<file path="config.mk">
export PLATFORM = sky130hd
export DESIGN_NAME = config_chain_loader
export DESIGN_NICKNAME = d
export VERILOG_FILES = /design/src/rtl/config_chain_loader.sv
export SDC_FILE = /design/constraint.sdc
export NUM_CORES = 1
export LEC_CHECK = 0
export ABC_AREA = 1
export BUFFER_PORTS_ARGS = -buffer_cell sky130_fd_sc_hd__buf_4
export CAP_MARGIN = 20
export CORE_ASPECT_RATIO = 0.6
export CORE_MARGIN = 10
export CORE_UTILIZATION = 58
export CTS_BUF_LIST = sky130_fd_sc_hd__clkbuf_8
export DETAILED_ROUTE_END_ITERATION = 10
export HOLD_SLACK_MARGIN = 0.06
export PLACE_DENSITY = 0.91
export SKIP_CTS_REPAIR_TIMING = 1
export SYNTH_ARGS = -nofsm -noshare
export SYNTH_HDL_FRONTEND = slang
export SYNTH_SLANG_ARGS = --single-unit
export TNS_END_PERCENT = 5
</file>
<file path="constraint.sdc">
create_clock -name config_clock -period 2.02 [get_ports config_clock]
set_input_delay 0.202 -clock config_clock [delete_from_list [all_inputs] [get_ports config_clock]]
set_output_delay 0.202 -clock config_clock [all_outputs]
set_load 0.03 [all_outputs]
</file>
<file path="src/rtl/config_chain_loader.sv">
// Config chain loader: serialises parallel config words LSB-first onto the tile
// config chain and returns the displaced bits as parallel readback words.
module config_chain_loader #(
    parameter int unsigned WORD_WIDTH   = 8,
    parameter int unsigned CHAIN_LENGTH = 36
) (
    input  logic                  config_clock,
    input  logic                  config_nreset,
    input  logic                  start,
    output logic                  busy,
    output logic                  done,
    input  logic [WORD_WIDTH-1:0] wdata,
    input  logic                  wvalid,
    output logic                  wready,
    output logic [WORD_WIDTH-1:0] rdata,
    output logic                  rvalid,
    input  logic                  rready,
    output logic                  chain_in,
    output logic                  chain_enable,
    input  logic                  chain_out
);

    localparam int unsigned NW     = (CHAIN_LENGTH + WORD_WIDTH - 1) / WORD_WIDTH;
    localparam int unsigned LB     = CHAIN_LENGTH - (NW - 1) * WORD_WIDTH;
    localparam int unsigned BIT_W  = (WORD_WIDTH > 1) ? $clog2(WORD_WIDTH) : 1;
    localparam int unsigned WCNT_W = (NW > 1) ? $clog2(NW) : 1;

    typedef enum logic [2:0] {
        IDLE  = 3'd0,
        FETCH = 3'd1,
        SHIFT = 3'd2,
        DRAIN = 3'd3,
        DONE  = 3'd4
    } state_t;

    state_t                state, state_n;
    logic [WORD_WIDTH-1:0] wshift, wshift_n;
    logic [WORD_WIDTH-1:0] rshift, rshift_n;
    logic [WORD_WIDTH-1:0] rdata_n;
    logic [BIT_W-1:0]      bit_cnt, bit_cnt_n;
    logic [WCNT_W-1:0]     word_cnt, word_cnt_n;
    logic                  busy_n, done_n, wready_n, rvalid_n, chain_enable_n;

    logic                  last_word_c;
    logic                  word_end_c;
    logic                  rd_block_c;
    logic [WORD_WIDTH-1:0] captured_c;

    // The outgoing bit is always the LSB of the write shifter.
    assign chain_in = wshift[0];

    // Word position decode and the readback word including this cycle's captured bit.
    always_comb begin
        last_word_c         = (word_cnt == WCNT_W'(NW - 1));
        word_end_c          = (bit_cnt == (last_word_c ? BIT_W'(LB - 1) : BIT_W'(WORD_WIDTH - 1)));
        rd_block_c          = rvalid && !rready;
        captured_c          = rshift;
        captured_c[bit_cnt] = chain_out;
    end

    // Next-state and next-output logic; chain_enable for the coming cycle is decided here.
    always_comb begin
        state_n        = state;
        wshift_n       = wshift;
        rshift_n       = rshift;
        rdata_n        = rdata;
        bit_cnt_n      = bit_cnt;
        word_cnt_n     = word_cnt;
        rvalid_n       = rvalid && !rready;
        chain_enable_n = 1'b0;
        done_n         = 1'b0;

        case (state)
            IDLE: begin
                if (start) begin
                    state_n = FETCH;
                end
            end
            FETCH: begin
                if (wvalid && wready) begin
                    state_n        = SHIFT;
                    wshift_n       = wdata;
                    // First shift of a word opens a new readback word: hold it while rdata is unread.
                    chain_enable_n = !rd_block_c;
                end
            end
            SHIFT: begin
                if (chain_enable) begin
                    if (word_end_c) begin
                        rdata_n   = captured_c;
                        rvalid_n  = 1'b1;
                        rshift_n  = '0;
                        wshift_n  = '0;
                        bit_cnt_n = '0;
                        if (last_word_c) begin
                            state_n    = DRAIN;
                            word_cnt_n = '0;
                        end else begin
                            state_n    = FETCH;
                            word_cnt_n = word_cnt + WCNT_W'(1);
                        end
                    end else begin
                        rshift_n       = captured_c;
                        wshift_n       = wshift >> 1;
                        bit_cnt_n      = bit_cnt + BIT_W'(1);
                        chain_enable_n = 1'b1;
                    end
                end else begin
                    chain_enable_n = !rd_block_c;
                end
            end
            DRAIN: begin
                if (rvalid && rready) begin
                    state_n = DONE;
                    done_n  = 1'b1;
                end
            end
            DONE: begin
                state_n = IDLE;
            end
            default: begin
                state_n = IDLE;
            end
        endcase

        wready_n = (state_n == FETCH);
        busy_n   = (state_n == FETCH) || (state_n == SHIFT) || (state_n == DRAIN);
    end

    // State, datapath and registered outputs.
    always_ff @(posedge config_clock or negedge config_nreset) begin
        if (!config_nreset) begin
            state        <= IDLE;
            wshift       <= '0;
            rshift       <= '0;
            rdata        <= '0;
            bit_cnt      <= '0;
            word_cnt     <= '0;
            busy         <= 1'b0;
            done         <= 1'b0;
            wready       <= 1'b0;
            rvalid       <= 1'b0;
            chain_enable <= 1'b0;
        end else begin
            state        <= state_n;
            wshift       <= wshift_n;
            rshift       <= rshift_n;
            rdata        <= rdata_n;
            bit_cnt      <= bit_cnt_n;
            word_cnt     <= word_cnt_n;
            busy         <= busy_n;
            done         <= done_n;
            wready       <= wready_n;
            rvalid       <= rvalid_n;
            chain_enable <= chain_enable_n;
        end
    end

endmodule

</file>
; ---- Yosys cells after proc, flatten, opt, wreduce, memory -nomap -nowiden
; Cells that the tools add are included.
[totals]
out_inout_bits = 14
in_bits = 14
wordCells = 65
reg_bits = 38
[classes]
n_lt_le_gt_ge = 2
n_eq_ne = 10
n_addsub = 2
muxes = 27
n_reduce_logical = 13
[ops]
columns = operator, n
row1 = 3-bit 2-to-1 mux, 8
row2 = 8-bit 2-to-1 mux, 3
row3 = 8-bit case mux with 2 select lines, 1
row4 = "3-bit by 2-bit == test with 1-bit output, second input constant", 4
row5 = 3-bit case mux with 4 select lines, 1
row6 = 1-bit 2-to-1 mux, 9
row7 = 8-bit bitwise mux, 1
row8 = 7-bit 2-to-1 mux, 1
row9 = "3-bit by 1-bit adder with 3-bit output, second input constant", 2
row10 = "3-bit by 1-bit == test with 1-bit output, second input constant", 2
row11 = 3-bit AND reduction, 2
row12 = 1-bit logical AND, 4
row13 = "3-bit by 4-bit less-than comparator with 1-bit output, second input constant", 1
row14 = "2-bit inequality test, second input constant", 2
row15 = 1-bit demux with 3-bit select, 1
row16 = 3-bit == test, 1
row17 = "3-bit == test, second input constant", 1
row18 = "3-bit by 1-bit >= comparator with 1-bit output, second input constant", 1
row19 = 3-bit zero test, 1
row20 = 1-bit zero test, 2
row21 = 1-bit logical OR, 2
row22 = 2-bit 2-to-1 mux, 1
row23 = 1-bit case mux with 2 select lines, 1
row24 = 2-bit AND reduction, 1
row25 = 2-bit nonzero test, 1

; ---- Depth between registers and ports, before layout
; Gate-level depths: netlist (run 1).
[logic_depth]
ltp_word = 9
ltp_mapped = 10
mapped_depth_nobuf = 10

; ---- Worst setup path before layout (run 1)
; Ideal clock, no wire load.
[synth_path]
kind = register -> register
from = register word_cnt[0]
to = register word_cnt[2]
path_slack_ps = 615
path_buffers = 1
path_stages_with_launch = 11
arrival_ps = 1288
period_less_slack_ps = 1405
required_time_ps = 1903
setup_ps = 117
path_cell_list = dfrtp_1 inv_1 ha_1 nand2_1 nand2_4 inv_2 nor2_4 nand2_2 buf_6 nor2_4 a21oi_2
[synth_via]
elab_chain_len = 4
elab_cells_between_ends = 6
[synth_lines]
columns = element, line_no
row1 = start: declaration, 41  ; logic [WCNT_W-1:0] word_cnt, word_cnt_n;
row2 = start signal: assignment, 150  ; word_cnt <= word_cnt_n;
row3 = 3-bit == test, 54  ; last_word_c = (word_cnt == WCNT_W'(NW - 1));
row4 = 3-bit 2-to-1 mux, 55  ; word_end_c = (bit_cnt == (last_word_c ? BIT_W'(LB - 1) : BIT_W'(WORD_WIDTH - 1)));
row5 = 3-bit == test, 55
row6 = 3-bit AND reduction (no source line), n/a
; Parallel ways exist; a longest one is shown, timed or not.
; A chain may end at the register's enable or synchronous reset.

; ---- Worst setup path after layout (run 1)
[layout_path]
from = register word_cnt[0]
to = register wready
[layout_via]
elab_chain_len = 7
elab_cells_between_ends = 8
[layout_lines]
columns = element, line_no
row1 = 3-bit == test, 54
row2 = 3-bit 2-to-1 mux, 55
row3 = 3-bit == test, 55
row4 = 3-bit 2-to-1 mux, 89  ; if (word_end_c) begin
row5 = 3-bit 2-to-1 mux, 88  ; if (chain_enable) begin
row6 = 3-bit case mux with 4 select lines, 73  ; case (state)
row7 = via state_n[0], 36  ; state_t state, state_n;
row8 = 3-bit by 1-bit == test with 1-bit output, 126  ; wready_n = (state_n == FETCH);
row9 = via wready_n, 42  ; logic busy_n, done_n, wready_n, rvalid_n, chain_enable_n;
row10 = end signal: assignment, 153  ; wready <= wready_n;
row11 = end: declaration, 14  ; output logic wready,
; The timed path passes the listed nets, and every way through them passes these cells.

==> results by group, run 1 <==
Outcome
  • Status: finished clean

Clock network
  • Worst-path clk slew: 0.07 ns
  • CTS Sinks: 38
  • Root buffer cell: clkbuf_8
  • Clock buffer depth: 2
  • Skew-Pair Late Insertion Delay: ~0.31 ns
  • Htree depth: 2
  • Cts bufs inserted: 5
  • CTS tree: yes

Floorplan
  • Area of the core: around 3000 µm²
  • Die ar.: about 6000 µm²
  • # rows: 15
  • # IOs: 28
  • Initial Util: ~63%
  • Die Wd: roughly 93 µm
  • Die Y: 64.1 µm

Placed design
  • Buffers on Ports: 27
  • HPWL Detailed: slightly above 3000 µm
  • Dpl ws: between 0.3 and 0.4 ns
  • Routability congestion estimate: 0.904

Synthesis
  • Adder-Cell Fraction of Synth Area: about 2.0%
  • Post-Synth Simple-Gate Area: between 30 and 40%
  • Area leader, netlist: dfrtp_1
  • Mux cell area share after synthesis: 0%
  • Post-synth net total: 252
  • Cell Area, Synth: 1880 µm²
  • XOR/XNOR Fraction of Synth Area: 0%
  • Synthesis warning total: 0
  • Post-synth cell types: 19
  • Largest family of logic cells by synthesized area: simple AND/OR/NAND/NOR gates
  • Area contributors post-synth: dfrtp_1 (51%), nand2_1 (22%), nand3_1 (6.4%)
  • Post-Synthesis Cells: roughly 240
  • Synth top area share: approximately 51%
  • Avg Inst Size Synth: approximately 8 µm²
  • Yosys reg bits: 38
  • Sequential area share after synthesis: 50.7%
  • Post-synthesis compound-gate area fraction: approximately 4.5%

Min path
  • Hold crit path type: in -> reg

Cells and area
  • Area grow syn2layout: 18.5%
  • Fin nets: between 200 and 300
  • Final Util: around three quarters
  • Ant diodes: 0
  • Share of cells above drive strength 1: 19.7%

Critical path
  • CP cell instances: inv_1 -> ha_1 -> nand2_1 -> nand2_4 -> inv_2 -> nor2_4 -> nand2_2 -> nand3_1 -> nand2_1 -> inv_1
  • RR Endpoint: wready
  • Worst Path Max Fanout: 11
  • Origin of the critical flop-to-flop path: word_cnt[0]
  • Worst R2R Path Depth: 10
  • Data required, critical path: between 2 and 2.5 ns
  • Startpoint types: flop
  • CP endpoint kind: flop
  • Worst path slowest cell: dfrtp_1
  • Worst Setup EP: wready
  • Crit Path Category: reg -> reg
  • Worst Setup SP: word_cnt[0]
  • R2r setup slk: roughly 0.36 ns
  • Worst path max stage delay: between 0.3 and 0.4 ns
  • Critical path data arrival time: approximately 1.9 ns

Flow run
  • Max_cap viols: 0

Route
  • Iteration count of the initial detailed-routing pass: 4
  • Met2 wire length: between 1500 and 2000 µm
  • Final ANT Viol Nets: 0
  • Met3 routed WL: ~400 µm
  • Avg WL per Cell: roughly 14 µm
  • DRC marker count from the first detailed-route iteration: around 130
  • Routed WL: around 4300 µm
  • Highest metal used: met4
  • WL met1: between 2000 and 2500 µm
  • # DRC: 0
  • Via density: 5.19
  • Via Count: approximately 1.6k

Timing
  • Worst Skew: 0.00599 ns
  • Min setup slack post-route: ~0.36 ns
  • Final Hold Viols: 0
  • Worst-Margin Slew: around 0.47 ns
  • Relative slew margins: between 60% and 70%
  • Fmax: ~600 MHz
  • Final setup TNS: 0 ns
  • RSZ-0062 raised after global routing: no
  • Max Slew Vio Count: 0
  • Final setup viols: 0
  • Final Cycle Share: about 82%
  • Min Clock Period, post-route: 1.66 ns

Global routing
  • Initial antenna violation count: 0
  • GRT Util Overall: between 10 and 15%
  • Largest net degree at the start of global routing: 39
  • Gr ovfl total: 0
  • First-pass GRT wire length: 7030 µm
  • Vias in the first global route: roughly 1.5k

Power and ir drop
  • Power Dens Cells: 1300 nW/µm²
  • Maximum VDD drop: 797 µV
  • Leakage power: 1.15 nW
## where the power goes
| group | internal, W | switching, W | leakage [nW] |
|---|---|---|---|
| Sequential | 0.00100 | 0.000184 | 0.448 |
| Combinational | 0.000360 | 0.000709 | 0.647 |
| Clock | 0.000363 | 0.000285 | 0.0579 |
| Total | 0.00172 | 0.00118 | 1.15 |
## per-stage QoR
step,hold slack (ns),area [µm²],power [W],cells
after floorplan,-0.0936,1880,0.00193,235
after global placement,0.189,2110,0.00220,302
after detailed placement,0.194,2110,0.00224,302
after CTS,-0.141,2210,0.00290,310
after global routing,0.116,2220,0.00311,311
final,0.126,2220,0.00290,311
## critical path: cells and delay by family, from the launching register on
| family | cells | cell delay [ns] |
|---|---|---|
| simple gates | 6 | 0.79 |
| fa+ha+maj | 1 | 0.19 |
| buf+inv | 3 | 0.22 |
| flops | 1 | 0.39 |
## metal layers
layer / vias up / GRT usage, %
met2: 55 / 20.2
met4: 0 / 6.32
li1: 807 / -
met1: 744 / 20.0
met3: 8 / 5.83
met5: - / 0
## sequential cells by signal, indices dropped and copies added (netlist names), 3 cells and up
name	flops
bit_cnt	3
word_cnt	3
rdata	8
wshift	8
state	3
rshift	8
## synth_stat cells, drive strengths merged
| master | number |
|---|---|
| nor2 | 11 |
| inv | 20 |
| nand2 | 114 |
| nand4 | 3 |
| dfrtp | 38 |
| a21oi | 2 |
| o21ai | 14 |
| buf | 3 |
| ha | 3 |
| nand3 | 26 |
| nand2b | 1 |
## area by class of cell
cell class	count	area (µm²)
inverter	20	75.1
sequential	38	951
clock inverter	3	40.0
timing repair buffer	29	220
tap	42	52.6
multi-input combinational	174	817
clock buffer	5	68.8
fill	232	759
## cells by family (layout without fill, tap and decap cells)
family,Yosys count,in the layout
AND/OR/NAND/NOR,155,155
adder cells (fa/ha/maj),3,3
buffers and inverters,23,57
AO/OA/AOI/OAI,16,16
flip-flops,38,38
## cells in the final DEF, fill, tap and decap left out, types with 2 or more instances in the layout
cell	netlist	layout
inv_2	6	6
clkinv_2	0	2
nand2_4	2	2
nor2_1	7	7
nor2_4	4	4
o21ai_0	14	14
nand2_1	111	111
clkbuf_8	0	5
ha_1	3	3
dfrtp_1	38	38
inv_1	14	14
buf_4	0	28
nand3_1	24	24
nand4_1	2	2
## worst min path at each step
| stage | start | endpoint | slack, ns | cells past startpoint |
|---|---|---|---|---|
| floorplan | config_nreset | bit_cnt[0] | -0.09 | 0 |
| global placement | config_nreset | rdata[3] | 0.19 | 1 |
| detailed placement | config_nreset | rdata[6] | 0.19 | 1 |
| CTS | config_nreset | rdata[6] | -0.14 | 1 |
| global route | wdata[7] | wshift[7] | 0.12 | 3 |
| finish | wdata[7] | wshift[7] | 0.13 | 3 |
Power figures use the tool's default switching activity.
==> run 2: changes to the inputs <==
--- a/config.mk
+++ b/config.mk
@@ -10,11 +10,11 @@
 export CAP_MARGIN = 20
 export CORE_ASPECT_RATIO = 0.6
 export CORE_MARGIN = 10
-export CORE_UTILIZATION = 58
+export CORE_UTILIZATION = 53
 export CTS_BUF_LIST = sky130_fd_sc_hd__clkbuf_8
 export DETAILED_ROUTE_END_ITERATION = 10
 export HOLD_SLACK_MARGIN = 0.06
-export PLACE_DENSITY = 0.91
+export PLACE_DENSITY = 0.88
 export SKIP_CTS_REPAIR_TIMING = 1
 export SYNTH_ARGS = -nofsm -noshare
 export SYNTH_HDL_FRONTEND = slang
==> constraint.sdc (replaced) <==
create_clock -name config_clock -period 1.5 [get_ports config_clock]
set_input_delay 0.15 -clock config_clock [delete_from_list [all_inputs] [get_ports config_clock]]
set_output_delay 0.15 -clock config_clock [all_outputs]
set_load 0.03 [all_outputs]
==> run 2 against run 1 <==
Effect of this change:
- count of clock-buffer cells in the layout rose by 1
- clock skew rose by 0.0042 ns
- first-iteration DRC count rose by 11%
- cell count rose by 5.1%
- total power rose by 37%
- routed wire length rose by 6.9%
- highest routed layer unchanged
- die area rose by 6.9%
- non-clock buffer count rose by 12
- clock power rose by 14%
- register-to-register slack got worse by 0.32 ns
- maximum frequency rose by 13%
==> results by group, run 2 (synthesis gave the netlist of run 1 again) <==
Cells and area
  • Commonest cells after routing, fill and taps aside: nand2_1 (109), buf_4 (39), dfrtp_1 (38)
  • Area grow syn2layout: 26.1%
  • Share of cells above drive strength 1: 26.2%
  • Ant diodes: 0
  • Fin nets: between 200 and 300
  • Register Area: between 900 and 1000 µm²
  • Commonest non-fill, non-tap cell in the layout: nand2_1
  • Final Util: 71.2%
  • Fill cells: approximately 250
  • Largest regs: rdata: 8 flops, rshift: 8 flops, wshift: 8 flops
  • Multi-input logic area: 863 µm²

Clock network
  • CTS Sinks: 38
  • CTS tree: yes
  • Root buffer cell: clkbuf_8
  • Clock buffer depth: 2
  • Cts bufs inserted: 5
  • Htree depth: 2
  • Skew-Pair Late Insertion Delay: ~0.30 ns
  • Worst-path clk slew: about 0.08 ns

Floorplan
  • # IOs: 28
  • Area of the core: 3320 µm²
  • # rows: 16
  • Die ar.: 6400 µm²
  • Die Wd: about 97 µm
  • Initial Util: around 56%
  • Die Y: ~66 µm

Route
  • DRC marker count from the first detailed-route iteration: between 100 and 150
  • Via Count: between 1.5k and 2k
  • Iteration count of the initial detailed-routing pass: 4
  • Avg WL per Cell: 14.1 µm
  • # DRC: 0
  • Final ANT Viol Nets: 0
  • Via density: ~5.1
  • Routed WL: between 4000 and 5000 µm

Power and ir drop
  • Clock share of power: a little under a fifth
  • Pint: around 0.0023 W
  • Leakage power: about 1.2 nW
  • Net Sw Frac: about 40%
  • Sw Pwr: between 0.0015 and 0.002 W
  • Seq pwr share: roughly 39%
  • Maximum VDD drop: 968 µV
  • Gate power share: between 40 and 50%
  • Power Dens Cells: around 1700 nW/µm²

Timing
  • Final Cycle Share: between 90% and 100%
  • Min setup slack post-route: 0.0359 ns
  • Min Clock Period, post-route: roughly 1.5 ns
  • Final setup viols: 0
  • RSZ-0062 raised after global routing: yes
  • Relative slew margins: between 60% and 70%
  • Worst Skew: just over 0.01 ns
  • Fmax: around 700 MHz
  • Max Slew Vio Count: 0
  • Worst-Margin Slew: between 0.4 and 0.5 ns
  • Final Hold Viols: 0

Critical path
  • Worst path max stage delay: 0.38 ns
  • Startpoint types: flop
  • CP cell instances: inv_2 -> buf_4 -> nor2_2 -> nand4_1 -> nand2_4 -> buf_4 -> nand3_1 -> nand2_1
  • Crit Path Category: reg -> reg
  • Critical path data arrival time: 1.70 ns
  • RR Endpoint: wshift[7]
  • CP endpoint kind: flop
  • Worst path slowest cell: dfrtp_1
  • Data required, critical path: 1.73 ns
  • Origin of the critical flop-to-flop path: state[0]
  • Worst R2R Path Depth: 8
  • R2r setup slk: about 0.036 ns
  • Crit path top cell by count: buf_4
  • Worst Path Max Fanout: 8

Global routing
  • Vias in the first global route: 1506
  • GRT Util Overall: 13.8%
  • First-pass GRT wire length: roughly 7300 µm
  • Initial antenna violation count: 0
  • Largest net degree at the start of global routing: 39
  • Gr ovfl total: 0

Min path
  • Hold Path End: wshift[7]
  • Hold_sp: wdata[7]
  • Hold crit path type: in -> reg
  • Hold path cells: 3

Placed design
  • Dpl ws: -0.0731 ns
  • HPWL Detailed: roughly 3300 µm
  • Buffers on Ports: 27
  • Routability congestion estimate: 0.896

Outcome
  • Status: finished clean

Flow run
  • Max_cap viols: 0
[run 2: changes by cell type in the layout (fill, tap and decap cells not counted), moves of 2 or more]
cell | previous run | this run
buf_4 | 28 | 39
inv_1 | 14 | 12
nand2_1 | 111 | 109
nand2_4 | 2 | 4
nand3_1 | 24 | 22
nand3_2 | 1 | 3
[run 2: how the worst max path moves through the flow]
stage | cells after the start | slack, ns | end | startpoint
after CTS | 10 | -0.08 | wready | word_cnt[0]
after global placement | 10 | 0.03 | wready | word_cnt[0]
final | 8 | 0.04 | wshift[7] | state[0]
after global routing | 8 | -0.05 | wshift[4] | state[0]
after floorplan | 10 | 0.1 | word_cnt[2] | word_cnt[0]
after detailed placement | 10 | -0.07 | wready | word_cnt[0]
[run 2: per-stage QoR]
step / setup TNS (ns) / hold WS [ns] / instances / total power [W] / area, µm²
5_1_grt: -0.296 / 0.122 / 327 / 0.00426 / 2370
4_1_cts: -0.325 / -0.179 / 321 / 0.00390 / 2260
2_1_floorplan: 0 / -0.146 / 235 / 0.00260 / 1880
6_report: 0 / 0.103 / 327 / 0.00398 / 2370
3_3_place_gp: 0 / 0.137 / 313 / 0.00310 / 2170
3_5_place_dp: -0.297 / 0.142 / 313 / 0.00315 / 2170
[run 2: layout make-up]
cell class / instances / area share, %
Sequential cell: 38 / 40.2
Multi-Input combinational cell: 175 / 36.5
Timing Repair Buffer: 41 / 13.6
Clock buffer: 6 / 3.49
Inverter: 20 / 3.28
Tap cell: 45 / 2.38
Clock inverter: 2 / 0.529
[run 2: critical path: cells and delay by family, from the launching register on]
kind                   cells  cell delay [ns]
DFF                        1             0.38
and+or+nand+nor            5             0.68
buffers and inverters      3             0.35
[run 2: routing by layer]
metal | track usage, % | up-vias | share of wire [%]
li1 | - | 834 | -
met1 | 20.0 | 753 | 48
met2 | 18.4 | 64 | 43
met3 | 4.28 | 9 | 8.1
met4 | 4.95 | 0 | 1.5
met5 | 0 | - | 0
[run 2: power groups by stage]
stage                     Combinational (W)  Sequential [W]  Clock (W)
after floorplan                    0.000937         0.00166          0
after global placement              0.00155         0.00155          0
after detailed placement            0.00159         0.00155          0
after CTS                           0.00160         0.00154   0.000756
after global routing                0.00187         0.00158   0.000805
final                               0.00169         0.00155   0.000741
==> run 3: changes to the inputs <==
--- a/config.mk
+++ b/config.mk
@@ -10,11 +10,11 @@
 export CAP_MARGIN = 20
 export CORE_ASPECT_RATIO = 0.6
 export CORE_MARGIN = 10
-export CORE_UTILIZATION = 53
+export CORE_UTILIZATION = 40
 export CTS_BUF_LIST = sky130_fd_sc_hd__clkbuf_8
 export DETAILED_ROUTE_END_ITERATION = 10
 export HOLD_SLACK_MARGIN = 0.06
-export PLACE_DENSITY = 0.88
+export PLACE_DENSITY = 0.69
 export SKIP_CTS_REPAIR_TIMING = 1
 export SYNTH_ARGS = -nofsm -noshare
 export SYNTH_HDL_FRONTEND = slang
==> constraint.sdc (replaced) <==
create_clock -name config_clock -period 1.6 [get_ports config_clock]
set_input_delay 0.16 -clock config_clock [delete_from_list [all_inputs] [get_ports config_clock]]
set_output_delay 0.16 -clock config_clock [all_outputs]
set_load 0.03 [all_outputs]
==> run 3 against run 2 <==
Effect of this change:
- total power is 11% lower
- register-to-register slack better by 0.09 ns
- routed wire length is 6.9% lower
- largest power group is now sequential cells
- count of clock-buffer cells in the layout stayed put
- non-clock buffer count is 6 lower
- critical path depth is 3 lower
- design area is 3.2% lower
- core utilization is 21 points lower
- first-iteration DRC count is 30% lower
- critical path type unchanged
- hold slack worse by 0.0081 ns
==> results by group, run 3 (synthesis gave the netlist of run 1 again) <==
Timing
  • Worst-Margin Slew: 0.516 ns
  • Fmax: about 680 MHz
  • Relative slew margins: approximately 65%
  • Max Slew Vio Count: 0
  • Worst Skew: about 0.0036 ns
  • Final Hold Viols: 0
  • Min Clock Period, post-route: between 1 and 1.5 ns
  • Final setup TNS: 0 ns
  • Final Cycle Share: between 90 and 100%
  • Min setup slack post-route: 0.121 ns
  • RSZ-0062 raised after global routing: yes
  • Final setup viols: 0

Critical path
  • Critical path data arrival time: about 1.7 ns
  • CP endpoint kind: flop
  • Crit Path Category: reg -> reg
  • Startpoint types: flop
  • Data required, critical path: approximately 1.8 ns
  • Worst Path Max Fanout: 7

Cells and area
  • Fin nets: ~290
  • Share of cells above drive strength 1: 22.2%
  • Finished Layout Cells: approximately 340
  • Commonest cells after routing, fill and taps aside: nand2_1 (109), dfrtp_1 (38), buf_4 (34)
  • Fin area: 2290 µm²
  • Largest regs: rdata: 8 flops, rshift: 8 flops, wshift: 8 flops
  • Area grow syn2layout: 22.1%
  • Commonest non-fill, non-tap cell in the layout: nand2_1
  • Ant diodes: 0

Flow run
  • Max_cap viols: 0

Placed design
  • Dpl ws: 0.0233 ns
  • Inst Count DP: about 330
  • HPWL Detailed: 3150 µm
  • Dpl cell area: between 2000 and 2500 µm²
  • Routability congestion estimate: between 0.8 and 0.9
  • Buffers on Ports: 27

Floorplan
  • # rows: 19
  • Area of the core: between 4000 and 5000 µm²
  • Die Wd: between 100 and 150 µm
  • # IOs: 28
  • Die Y: 73.1 µm
  • Initial Util: between 40% and 50%
  • Die ar.: 7920 µm²

Power and ir drop
  • Leakage power: roughly 1.2 nW
  • Sw Pwr: 0.00147 W
  • Seq pwr share: 42.2%
  • Net Sw Frac: around two fifths
  • Clock share of power: 19.0%
  • Power Dens Cells: around 1500 nW/µm²
  • Maximum VDD drop: between 600 and 700 µV
  • Pint: between 0.002 and 0.0025 W
  • Gate power share: roughly 39%

Global routing
  • Vias in the first global route: between 1k and 1.5k
  • Initial antenna violation count: 0
  • Gr ovfl total: 0
  • GRT Util Overall: 11.6%
  • First-pass GRT wire length: about 7200 µm
  • Largest net degree at the start of global routing: 39

Clock network
  • CTS tree: yes
  • Htree depth: 2
  • Skew-Pair Late Insertion Delay: slightly below 0.3 ns
  • Clock buffer depth: 2
  • Worst-path clk slew: roughly 0.07 ns
  • CTS Sinks: 38
  • Cts bufs inserted: 5
  • Root buffer cell: clkbuf_8

Route
  • # DRC: 0
  • Routed WL: 4290 µm
  • Iteration count of the initial detailed-routing pass: 4
  • DRC marker count from the first detailed-route iteration: about 100
  • Via density: approximately 4.7
  • Via Count: between 1.5k and 2k
  • Final ANT Viol Nets: 0
  • Avg WL per Cell: around 13 µm

Outcome
  • Status: finished clean

Min path
  • Hold crit path type: in -> reg
run 3: cell count changes in the layout (fill, tap and decap cells not counted), moves of 2 or more:
cell,change
buf_4,-5
inv_1,+3
nand3_1,+2
nand3_2,-2
run 3: power groups by stage:
stage	clock, W	sequential, W	combinational, W
finish	0.000672	0.00149	0.00137
floorplan	0	0.00156	0.000878
global placement	0	0.00150	0.00134
CTS	0.000700	0.00149	0.00136
detailed placement	0	0.00150	0.00136
global route	0.000744	0.00154	0.00158
run 3: routing by layer:
| metal | part of all wire (%) | GRT usage (%) | vias to the layer above | wire length [µm] |
|---|---|---|---|---|
| met3 | 8.5 | 4.59 | 5 | 366 |
| met1 | 53 | 17.3 | 715 | 2260 |
| met4 | 1.4 | 4.80 | 0 | 59 |
| li1 | - | - | 817 | - |
| met5 | 0 | 0 | - | 0 |
| met2 | 37 | 13.9 | 44 | 1600 |
run 3: worst max-delay path: stages (launching register included):
cell and delay (ns):
dfrtp_1 0.49, inv_2 0.17, nand3_1 0.11, o21ai_0 0.44, nand2_1 0.12, nand2_1 0.08
run 3: through the flow:
| step | power [W] | hold slack [ns] | utilization, % |
|---|---|---|---|
| after CTS | 0.00355 | -0.163 | 49.3 |
| after global routing | 0.00386 | 0.0959 | 50.5 |
| after detailed placement | 0.00286 | 0.153 | 47.3 |
| after global placement | 0.00283 | 0.156 | 47.3 |
| after floorplan | 0.00243 | -0.136 | - |
| final | 0.00354 | 0.0947 | 50.5 |
run 3: final cells by class:
type	count	area (µm²)
clock buffer	6	82.6
clock inverter	2	8.76
fill	439	2250
inverter	20	75.1
multi-input combinational	174	830
sequential	38	951
tap	63	78.8
timing repair buffer	35	265
run 3: final timing paths:
kind,from,to,slack (ns),cells past startpoint
worst max-delay path,bit_cnt[2],rdata[1],0.12,5
worst min-delay path,wdata[7],wshift[7],0.09,3
worst max register to register,bit_cnt[2],rdata[1],0.12,5
worst min register to register,rdata[6],rdata[6],0.48,2
max in group asynchronous,config_nreset,rshift[0],0.88,2
min in group asynchronous,config_nreset,rvalid,0.37,2
